===== src/rtl/serial_crypto_node.sv =====
// -----------------------------------------------------------------------------
// serial_crypto_node
//   Serial front end for a block enc/dec core. A frame opens when cs falls and
//   carries one mode bit, then the message and then the key, all MSB-first and
//   LANES bits per beat. The node presents the assembled words to the core,
//   pulses core_start, waits for core_done and then serialises the core result
//   back out on sdo. Raising cs before the result has been sent abandons the
//   frame.
//
//   Optional feature macro: SUBNODE_TIMEOUT_EN
//     When defined, WAIT gives up after TIMEOUT cycles without core_done. It
//     then sets err and skips TX. When undefined, err is tied low and WAIT
//     lasts until core_done or an abort.
//
//   Ports
//     in_clk          clock, rising edge
//     rst             asynchronous active-high reset
//     cs              frame select, active low
//     sdi[LANES]      serial data in
//     sdo[LANES]      serial result out
//     sdo_oe          sdo valid / drive enable
//     to_core_msg     message word to the core
//     to_core_key     key word to the core
//     to_core_mode    0 = encrypt, 1 = decrypt
//     core_start      one-cycle start pulse to the core
//     core_done       core result strobe
//     from_core_msg   core result
//     busy            frame in progress
//     data_done       high while the result is shifting out
//     err             core timeout flag
// -----------------------------------------------------------------------------
module serial_crypto_node #(
  parameter int NB      = 4,
  parameter int NK      = 8,
  parameter int LANES   = 1,
  parameter int TIMEOUT = 64
) (
  input  logic                in_clk,
  input  logic                rst,
  input  logic                cs,
  input  logic [LANES-1:0]    sdi,
  output logic [LANES-1:0]    sdo,
  output logic                sdo_oe,
  output logic [32*NB-1:0]    to_core_msg,
  output logic [32*NK-1:0]    to_core_key,
  output logic                to_core_mode,
  output logic                core_start,
  input  logic                core_done,
  input  logic [32*NB-1:0]    from_core_msg,
  output logic                busy,
  output logic                data_done,
  output logic                err
);

  localparam int MSG_W     = 32 * NB;
  localparam int KEY_W     = 32 * NK;
  localparam int MSG_BEATS = MSG_W / LANES;
  localparam int KEY_BEATS = KEY_W / LANES;
  localparam int BEAT_MAX  = (MSG_BEATS > KEY_BEATS) ? MSG_BEATS : KEY_BEATS;
  // A single counter serves the beat phases and, when enabled, the WAIT timeout.
  localparam int CNT_MAX   = (BEAT_MAX > TIMEOUT) ? BEAT_MAX : TIMEOUT;
  localparam int CNT_W     = $clog2(CNT_MAX + 1);

  typedef enum logic [2:0] {
    IDLE    = 3'd0,
    RX_MODE = 3'd1,
    RX_MSG  = 3'd2,
    RX_KEY  = 3'd3,
    START   = 3'd4,
    WAIT    = 3'd5,
    TX      = 3'd6,
    DONE    = 3'd7
  } state_t;

  state_t             state_q, state_d;
  logic [CNT_W-1:0]   cnt_q, cnt_d;
  logic               mode_rx_q, mode_rx_d;
  logic [MSG_W-1:0]   msg_sr_q, msg_sr_d;
  logic [KEY_W-1:0]   key_sr_q, key_sr_d;
  logic [MSG_W-1:0]   tx_sr_q, tx_sr_d;
  logic [LANES-1:0]   sdo_q, sdo_d;
  logic               sdo_oe_q, sdo_oe_d;
  logic               data_done_q, data_done_d;
  logic               busy_q, busy_d;
  logic [MSG_W-1:0]   core_msg_q, core_msg_d;
  logic [KEY_W-1:0]   core_key_q, core_key_d;
  logic               core_mode_q, core_mode_d;
  logic               core_start_q, core_start_d;
`ifdef SUBNODE_TIMEOUT_EN
  logic               err_q, err_d;
`endif

  logic               abortable_s;
  logic [MSG_W-1:0]   msg_shift_s;
  logic [KEY_W-1:0]   key_shift_s;
  logic [MSG_W-1:0]   tx_shift_s;

  // cs high only abandons a frame in the states that belong to an open frame.
  assign abortable_s = (state_q != IDLE) && (state_q != DONE);
  assign msg_shift_s = {msg_sr_q[MSG_W-LANES-1:0], sdi};
  assign key_shift_s = {key_sr_q[KEY_W-LANES-1:0], sdi};
  assign tx_shift_s  = {tx_sr_q[MSG_W-LANES-1:0], {LANES{1'b0}}};

  // State and datapath registers with asynchronous reset.
  always_ff @(posedge in_clk or posedge rst) begin
    if (rst) begin
      state_q      <= IDLE;
      cnt_q        <= '0;
      mode_rx_q    <= 1'b0;
      msg_sr_q     <= '0;
      key_sr_q     <= '0;
      tx_sr_q      <= '0;
      sdo_q        <= '0;
      sdo_oe_q     <= 1'b0;
      data_done_q  <= 1'b0;
      busy_q       <= 1'b0;
      core_msg_q   <= '0;
      core_key_q   <= '0;
      core_mode_q  <= 1'b0;
      core_start_q <= 1'b0;
`ifdef SUBNODE_TIMEOUT_EN
      err_q        <= 1'b0;
`endif
    end else begin
      state_q      <= state_d;
      cnt_q        <= cnt_d;
      mode_rx_q    <= mode_rx_d;
      msg_sr_q     <= msg_sr_d;
      key_sr_q     <= key_sr_d;
      tx_sr_q      <= tx_sr_d;
      sdo_q        <= sdo_d;
      sdo_oe_q     <= sdo_oe_d;
      data_done_q  <= data_done_d;
      busy_q       <= busy_d;
      core_msg_q   <= core_msg_d;
      core_key_q   <= core_key_d;
      core_mode_q  <= core_mode_d;
      core_start_q <= core_start_d;
`ifdef SUBNODE_TIMEOUT_EN
      err_q        <= err_d;
`endif
    end
  end

  // Next-state and next-output logic. Outputs are computed one edge ahead so
  // that they are registered and line up with the state they belong to.
  always_comb begin
    state_d      = state_q;
    cnt_d        = cnt_q;
    mode_rx_d    = mode_rx_q;
    msg_sr_d     = msg_sr_q;
    key_sr_d     = key_sr_q;
    tx_sr_d      = tx_sr_q;
    sdo_d        = sdo_q;
    sdo_oe_d     = sdo_oe_q;
    data_done_d  = data_done_q;
    busy_d       = busy_q;
    core_msg_d   = core_msg_q;
    core_key_d   = core_key_q;
    core_mode_d  = core_mode_q;
    core_start_d = 1'b0;
`ifdef SUBNODE_TIMEOUT_EN
    err_d        = err_q;
`endif

    if (cs && abortable_s) begin
      // Abort: drop partial data and leave the words seen by the core untouched.
      // This branch takes priority over a simultaneous core_done.
      state_d     = IDLE;
      cnt_d       = '0;
      msg_sr_d    = '0;
      key_sr_d    = '0;
      tx_sr_d     = '0;
      sdo_d       = '0;
      sdo_oe_d    = 1'b0;
      data_done_d = 1'b0;
      busy_d      = 1'b0;
    end else begin
      case (state_q)
        IDLE: begin
          if (!cs) begin
            state_d  = RX_MODE;
            busy_d   = 1'b1;
            cnt_d    = '0;
            msg_sr_d = '0;
            key_sr_d = '0;
`ifdef SUBNODE_TIMEOUT_EN
            err_d    = 1'b0;
`endif
          end else begin
            state_d = IDLE;
          end
        end
        RX_MODE: begin
          mode_rx_d = sdi[0];
          cnt_d     = '0;
          state_d   = RX_MSG;
        end
        RX_MSG: begin
          msg_sr_d = msg_shift_s;
          if (cnt_q == CNT_W'(MSG_BEATS - 1)) begin
            cnt_d   = '0;
            state_d = RX_KEY;
          end else begin
            cnt_d = cnt_q + CNT_W'(1);
          end
        end
        RX_KEY: begin
          key_sr_d = key_shift_s;
          if (cnt_q == CNT_W'(KEY_BEATS - 1)) begin
            // The last key beat is folded in here so that the core words and
            // the start pulse are already valid during the START cycle.
            cnt_d        = '0;
            state_d      = START;
            core_start_d = 1'b1;
            core_msg_d   = msg_sr_q;
            core_key_d   = key_shift_s;
            core_mode_d  = mode_rx_q;
          end else begin
            cnt_d = cnt_q + CNT_W'(1);
          end
        end
        START: begin
          cnt_d   = '0;
          state_d = WAIT;
        end
        WAIT: begin
          if (core_done) begin
            // The first beat goes to sdo now; the shift register keeps the rest.
            sdo_d       = from_core_msg[MSG_W-1 -: LANES];
            tx_sr_d     = {from_core_msg[MSG_W-LANES-1:0], {LANES{1'b0}}};
            sdo_oe_d    = 1'b1;
            data_done_d = 1'b1;
            cnt_d       = '0;
            state_d     = TX;
          end else begin
`ifdef SUBNODE_TIMEOUT_EN
            if (cnt_q == CNT_W'(TIMEOUT - 1)) begin
              err_d   = 1'b1;
              busy_d  = 1'b0;
              cnt_d   = '0;
              state_d = DONE;
            end else begin
              cnt_d = cnt_q + CNT_W'(1);
            end
`else
            state_d = WAIT;
`endif
          end
        end
        TX: begin
          if (cnt_q == CNT_W'(MSG_BEATS - 1)) begin
            sdo_d       = '0;
            sdo_oe_d    = 1'b0;
            data_done_d = 1'b0;
            busy_d      = 1'b0;
            tx_sr_d     = '0;
            cnt_d       = '0;
            state_d     = DONE;
          end else begin
            sdo_d   = tx_sr_q[MSG_W-1 -: LANES];
            tx_sr_d = tx_shift_s;
            cnt_d   = cnt_q + CNT_W'(1);
          end
        end
        DONE: begin
          // Only a return of cs to high re-arms the node, so one low period
          // carries at most one frame.
          if (cs) begin
            state_d = IDLE;
          end else begin
            state_d = DONE;
          end
        end
        default: begin
          state_d     = IDLE;
          cnt_d       = '0;
          sdo_d       = '0;
          sdo_oe_d    = 1'b0;
          data_done_d = 1'b0;
          busy_d      = 1'b0;
        end
      endcase
    end
  end

  assign sdo          = sdo_q;
  assign sdo_oe       = sdo_oe_q;
  assign data_done    = data_done_q;
  assign busy         = busy_q;
  assign to_core_msg  = core_msg_q;
  assign to_core_key  = core_key_q;
  assign to_core_mode = core_mode_q;
  assign core_start   = core_start_q;
`ifdef SUBNODE_TIMEOUT_EN
  assign err          = err_q;
`else
  assign err          = 1'b0;
`endif

endmodule


===== config.mk =====
export PLATFORM = sky130hd
export DESIGN_NAME = serial_crypto_node
export DESIGN_NICKNAME = d
export VERILOG_FILES = /design/src/rtl/serial_crypto_node.sv
export SDC_FILE = /design/constraint.sdc
export NUM_CORES = 1
export LEC_CHECK = 0
export BUFFER_PORTS_ARGS = -buffer_cell sky130_fd_sc_hd__buf_2
export CAP_MARGIN = 20
export CELL_PAD_IN_SITES_DETAIL_PLACEMENT = 0
export CELL_PAD_IN_SITES_GLOBAL_PLACEMENT = 1
export CORE_MARGIN = 1.5
export CORE_UTILIZATION = 47
export DETAILED_ROUTE_END_ITERATION = 8
export PLACE_DENSITY_LB_ADDON = 0.1
export SLEW_MARGIN = 0
export SYNTH_ARGS = -nofsm -noshare
export SYNTH_HDL_FRONTEND = slang
export SYNTH_SLANG_ARGS = --single-unit

===== constraint.sdc =====
create_clock -name in_clk -period 35.7 [get_ports in_clk]
set_input_delay 3.57 -clock in_clk [delete_from_list [all_inputs] [get_ports in_clk]]
set_output_delay 3.57 -clock in_clk [all_outputs]
set_load 0.02 [all_outputs]

After elaboration in Yosys (flattened, before gate mapping):

Cells that the tools add are included.
Widths: inputs -> output; s select.

* flip-flop bits (word level): 913
* input bits: 133
* output and inout bits: 391

* add/subtract/negate cells: 1
* equality and inequality tests: 15
* muxes and demuxes: 38
* bitwise gates (word level): 1
* reductions and logical operators: 20

Operators with widths (count)
* $mux 128: 5
* $pmux 128 s2: 2
* $mux 255: 2
* $pmux 255 s2: 1
* $mux 9: 5
* $pmux 9 s5: 1
* $pmux 3 s8: 1
* $ne 3x3->1 const B: 6
* $mux 3: 5
* $reduce_and 3->1: 5
* $reduce_bool 3->1: 5
* $eq 3x3->1 const B: 4
* $mux 1: 12
* $add 9x1->9 const B: 1
* $eq 9x7->1 const B: 1
* $eq 9x8->1 const B: 1
* $reduce_and 2->1: 4
* $eq 3x2->1 const B: 2
* $pmux 1 s2: 3
* $reduce_bool 6->1: 1
* $reduce_or 2->1: 2
* $eq 3x1->1 const B: 1
* $logic_not 3->1: 1
* $logic_and 1x1->1: 2
* other kinds (2): 2

Longest topological paths before layout:

* depth after elaboration: 5
* mapped depth: 8
* gate-level depth less buffers: 7

Worst setup path before layout:

Ideal clock, no wire load.

* path type: input to register
* start point: in cs
* end point: reg core_msg_q[10] (netlist: to_core_msg[10])
* library setup time: 0.127 ns
* arrival: 4.839 ns
* data required time: 35.573 ns
* setup slack: 30.734 ns
* stages: 7
* path through: buf_2 > nor3_2 > nand3_1 > inv_2 > buf_6 > buf_6 > mux2_1

* cells in the longest elaborated chain, start to end: 3

RTL lines
* from (decl): RTL line 40 `input logic cs,`
* $logic_and 1x1->1: RTL line 166 `if (cs && abortable_s) begin`
* $not 1->1 (no line)
* $reduce_and 3->1 (no line)
* to (signal assigned): RTL line 135 `core_msg_q <= core_msg_d;`
* to (decl): RTL line 85 `logic [MSG_W-1:0] core_msg_q, core_msg_d;`

Every way passes these cells.
A chain may end at the register's enable or synchronous reset.

==> flow_metrics.tcl <==
set metrics [dict create \
    synth.most_common_cell "dfrtp_1" \
    path_max_fanout 119 \
    rows 98 \
    ys.flop_type "dfrtp_1" \
    hp-class "flop to flop" \
    postLayoutCellArea_um2 40500 \
    synth_top_area_share_pct 66.9 \
    area_delta_synth_final_pct 18.7 \
    yosysWarnings 0 \
    drcViolationCount 0 \
    synth_edf_count 0 \
    drtIter0Drc 1496 \
    cap_violations 0 \
    vias 20700 \
    rsz0062_at_grt "false" \
    tns_ns 0 \
    ctsResizeCount 0 \
    final_antenna_net_count 0 \
    syn-num-nets 2353 \
    ioPinCount 524 \
    final-hold-violation-count 0 \
    synth_common_cells "dfrtp_1 (912), a22o_1 (386), mux2_1 (339), a221o_1 (128), and2_1 (106)" \
    synthArstFlopShare_pct 100 \
    postSynthAreaPerCell_um2 15.4 \
    clock_sink_count 912 \
    synth_cells 2218 \
    die_x_um 272 \
    p_leak_nw 21.9 \
    synth_area_leaders "dfrtp_1 (67%), mux2_1 (11%), a22o_1 (9.9%)" \
    ys_types 49 \
    die_h_um 272 \
    final_nets 2825 \
    drt_wl_total_um 76900 \
    crit_required_ns 36.37 \
    place_area_um2 37300 \
    synth_seq_area_share_pct 66.9 \
    grt_pass1_wl_um 123000 \
    dr_wl_met3_um 5170 \
    dp_hpwl_um 48800 \
    start_util_pct 47.6 \
    synth_area_um2 34100 \
    route.top_layer_used "met5" \
    wire_per_inst_um 20.7 \
    wl_met1_um 33300 \
    startpoint_type "input pin" \
    dieArea_um2 74200 \
    fin_worst_skew_ns 0.0227 \
    portBuffers 522 \
    power_per_cell_area_nw_per_um2 55.1 \
    core_area_um2 71700 \
    wl_met2_um 36500 \
    post-route-min-period_ns 6.00 \
    worstSkewPairLatency_ns 0.63 \
    status "finished clean" \
    grt_pass1_vias 21100 \
    viasPerCell 5.55 \
    cts.path.max_buffers 3 \
    drtPass1Iterations 8 \
    cts_root_buf "clkbuf_16" \
    arrival_ns 6.66 \
    post-synth-top-area-cell "dfrtp_1" \
    grt_usage_pct 20.8 \
    layout-drive-gt1-share_pct 27.4 \
    cts_hold_buffers 0 \
    setup_violations 0 \
    end_kind "async pin" \
    max_freq_ghz 0.167 \
    cts_tree "yes" \
    overflow 0 \
    drv_slew 0 \
    relSlewSlack_pct 30.8 \
    grt_antenna_before_repair 17 \
    grt_max_degree 173 \
    ys_seq_elements 912 \
    crit_type "input pin to async pin" \
    h-tree-depth 3 \
    worst_pin_slew_ns 1.04 \
    postCtsSetupBuffers 0 \
    clk_pin_slew_worst_paths_ns 0.06 \
    gp_routability_congestion 0.785 \
    fin_total_pwr_mw 2.23 \
    period_share_pct 16.8 \
    ir_drop_uv 35.3 \
    cts_buffers 95 \
]
flip-flops by register name (all words and copies together) (netlist names):
| name | flops |
|---|---|
| to_core_msg | 128 |
| to_core_key | 256 |
| data_done | 1 |
| mode_rx_q | 1 |
| key_sr_q | 255 |
| msg_sr_q | 128 |
| tx_sr_q | 127 |
| core_start | 1 |
| to_core_mode | 1 |
| state_q | 3 |
| busy | 1 |
| cnt_q | 9 |
| sdo | 1 |
stage by stage:
step / instances / worst slack (ns) / utilization (%) / hold WS (ns)
finish: 3724 / 29.70 / 56.5 / 0.477
global placement: 3540 / 28.52 / 52.0 / 0.464
global route: 3722 / 29.15 / 56.5 / 0.493
detailed placement: 3540 / 28.45 / 52.0 / 0.469
CTS: 3710 / 29.12 / 56.3 / 0.482
floorplan: 2218 / 6.49 / - / 0.452
where the power goes:
part	leakage [nW]	total (mW)	internal, mW	switching (mW)
clock	1.52	0.959	0.562	0.397
combinational	7.60	0.213	0.0383	0.175
sequential	12.7	1.06	1.05	0.0138
total	21.9	2.23	1.65	0.585
worst max-delay path, cell delays in order:
cell and delay [ns]:
buf_2 0.13, inv_8 0.53, buf_4 0.80, buf_4 0.37
buf_16 0.32, buf_4 0.71
placed cells by master, fill, tap and decap left out, types with 3 or more instances in the layout:
master	Yosys	routed
nand2_1	12	12
and2_0	23	23
nor2b_1	3	3
clkbuf_8	0	21
clkbuf_16	0	96
diode_2	0	11
o21ai_0	11	11
clkinv_2	0	17
buf_12	0	3
nor2_1	7	7
a22o_1	386	386
inv_1	6	5
clkbuf_1	57	28
nand3_1	7	6
dfrtp_1	912	912
nor3_1	4	3
a21oi_1	7	7
buf_4	12	26
mux2_1	339	339
mux2_2	47	47
a221o_1	128	128
bufinv_16	0	3
buf_2	85	522
and2_1	106	106
final timing paths:
kind                                 start          endpoint  slack, ns  depth (start not counted)
setup / recovery                       rst  to_core_key[191]      29.70                          6
hold / removal             to_core_msg[25]   to_core_msg[25]       0.48                          1
setup reg to reg                state_q[1]      key_sr_q[43]      32.11                          5
hold reg to reg            to_core_msg[25]   to_core_msg[25]       0.48                          1
max in group in_clk                     cs      key_sr_q[43]      29.88                          5
min in group asynchronous              rst   to_core_key[63]       3.08                          2
cell type report:
| class | instances | area (um2) |
|---|---|---|
| flip-flops and latches | 912 | 22800 |
| repair buffers | 553 | 2920 |
| diodes | 11 | 27.5 |
| well taps | 950 | 1190 |
| clock buffers | 145 | 2800 |
| fillers | 5887 | 31200 |
| multi-input cells | 1121 | 10400 |
| clock inverters | 25 | 267 |
| inverters | 7 | 36.3 |
kinds of logic (layout without fill, tap and decap cells):
family                     count (synthesis)  count (layout)  synth area share, %
adders and majority gates                  2               2               0.0733
DFF                                      912             912                 66.9
buffers and inverters                    185             730                 2.70
AOI/OAI and AO/OA                        548             548                 14.3
muxes                                    388             388                 12.8
and+or+nand+nor                          181             181                 3.26
xor gates and xnor gates                   1               1               0.0257
other                                      1              12               0.0110
metal layers:
metal | vias to the layer above | GRT usage [%]
li1 | 9243 | -
met1 | 10800 | 28.5
met2 | 495 | 32.0
met3 | 98 | 5.47
met4 | 10 | 7.30
met5 | - | 0
No activity file was read; power rests on OpenSTA's default activity.
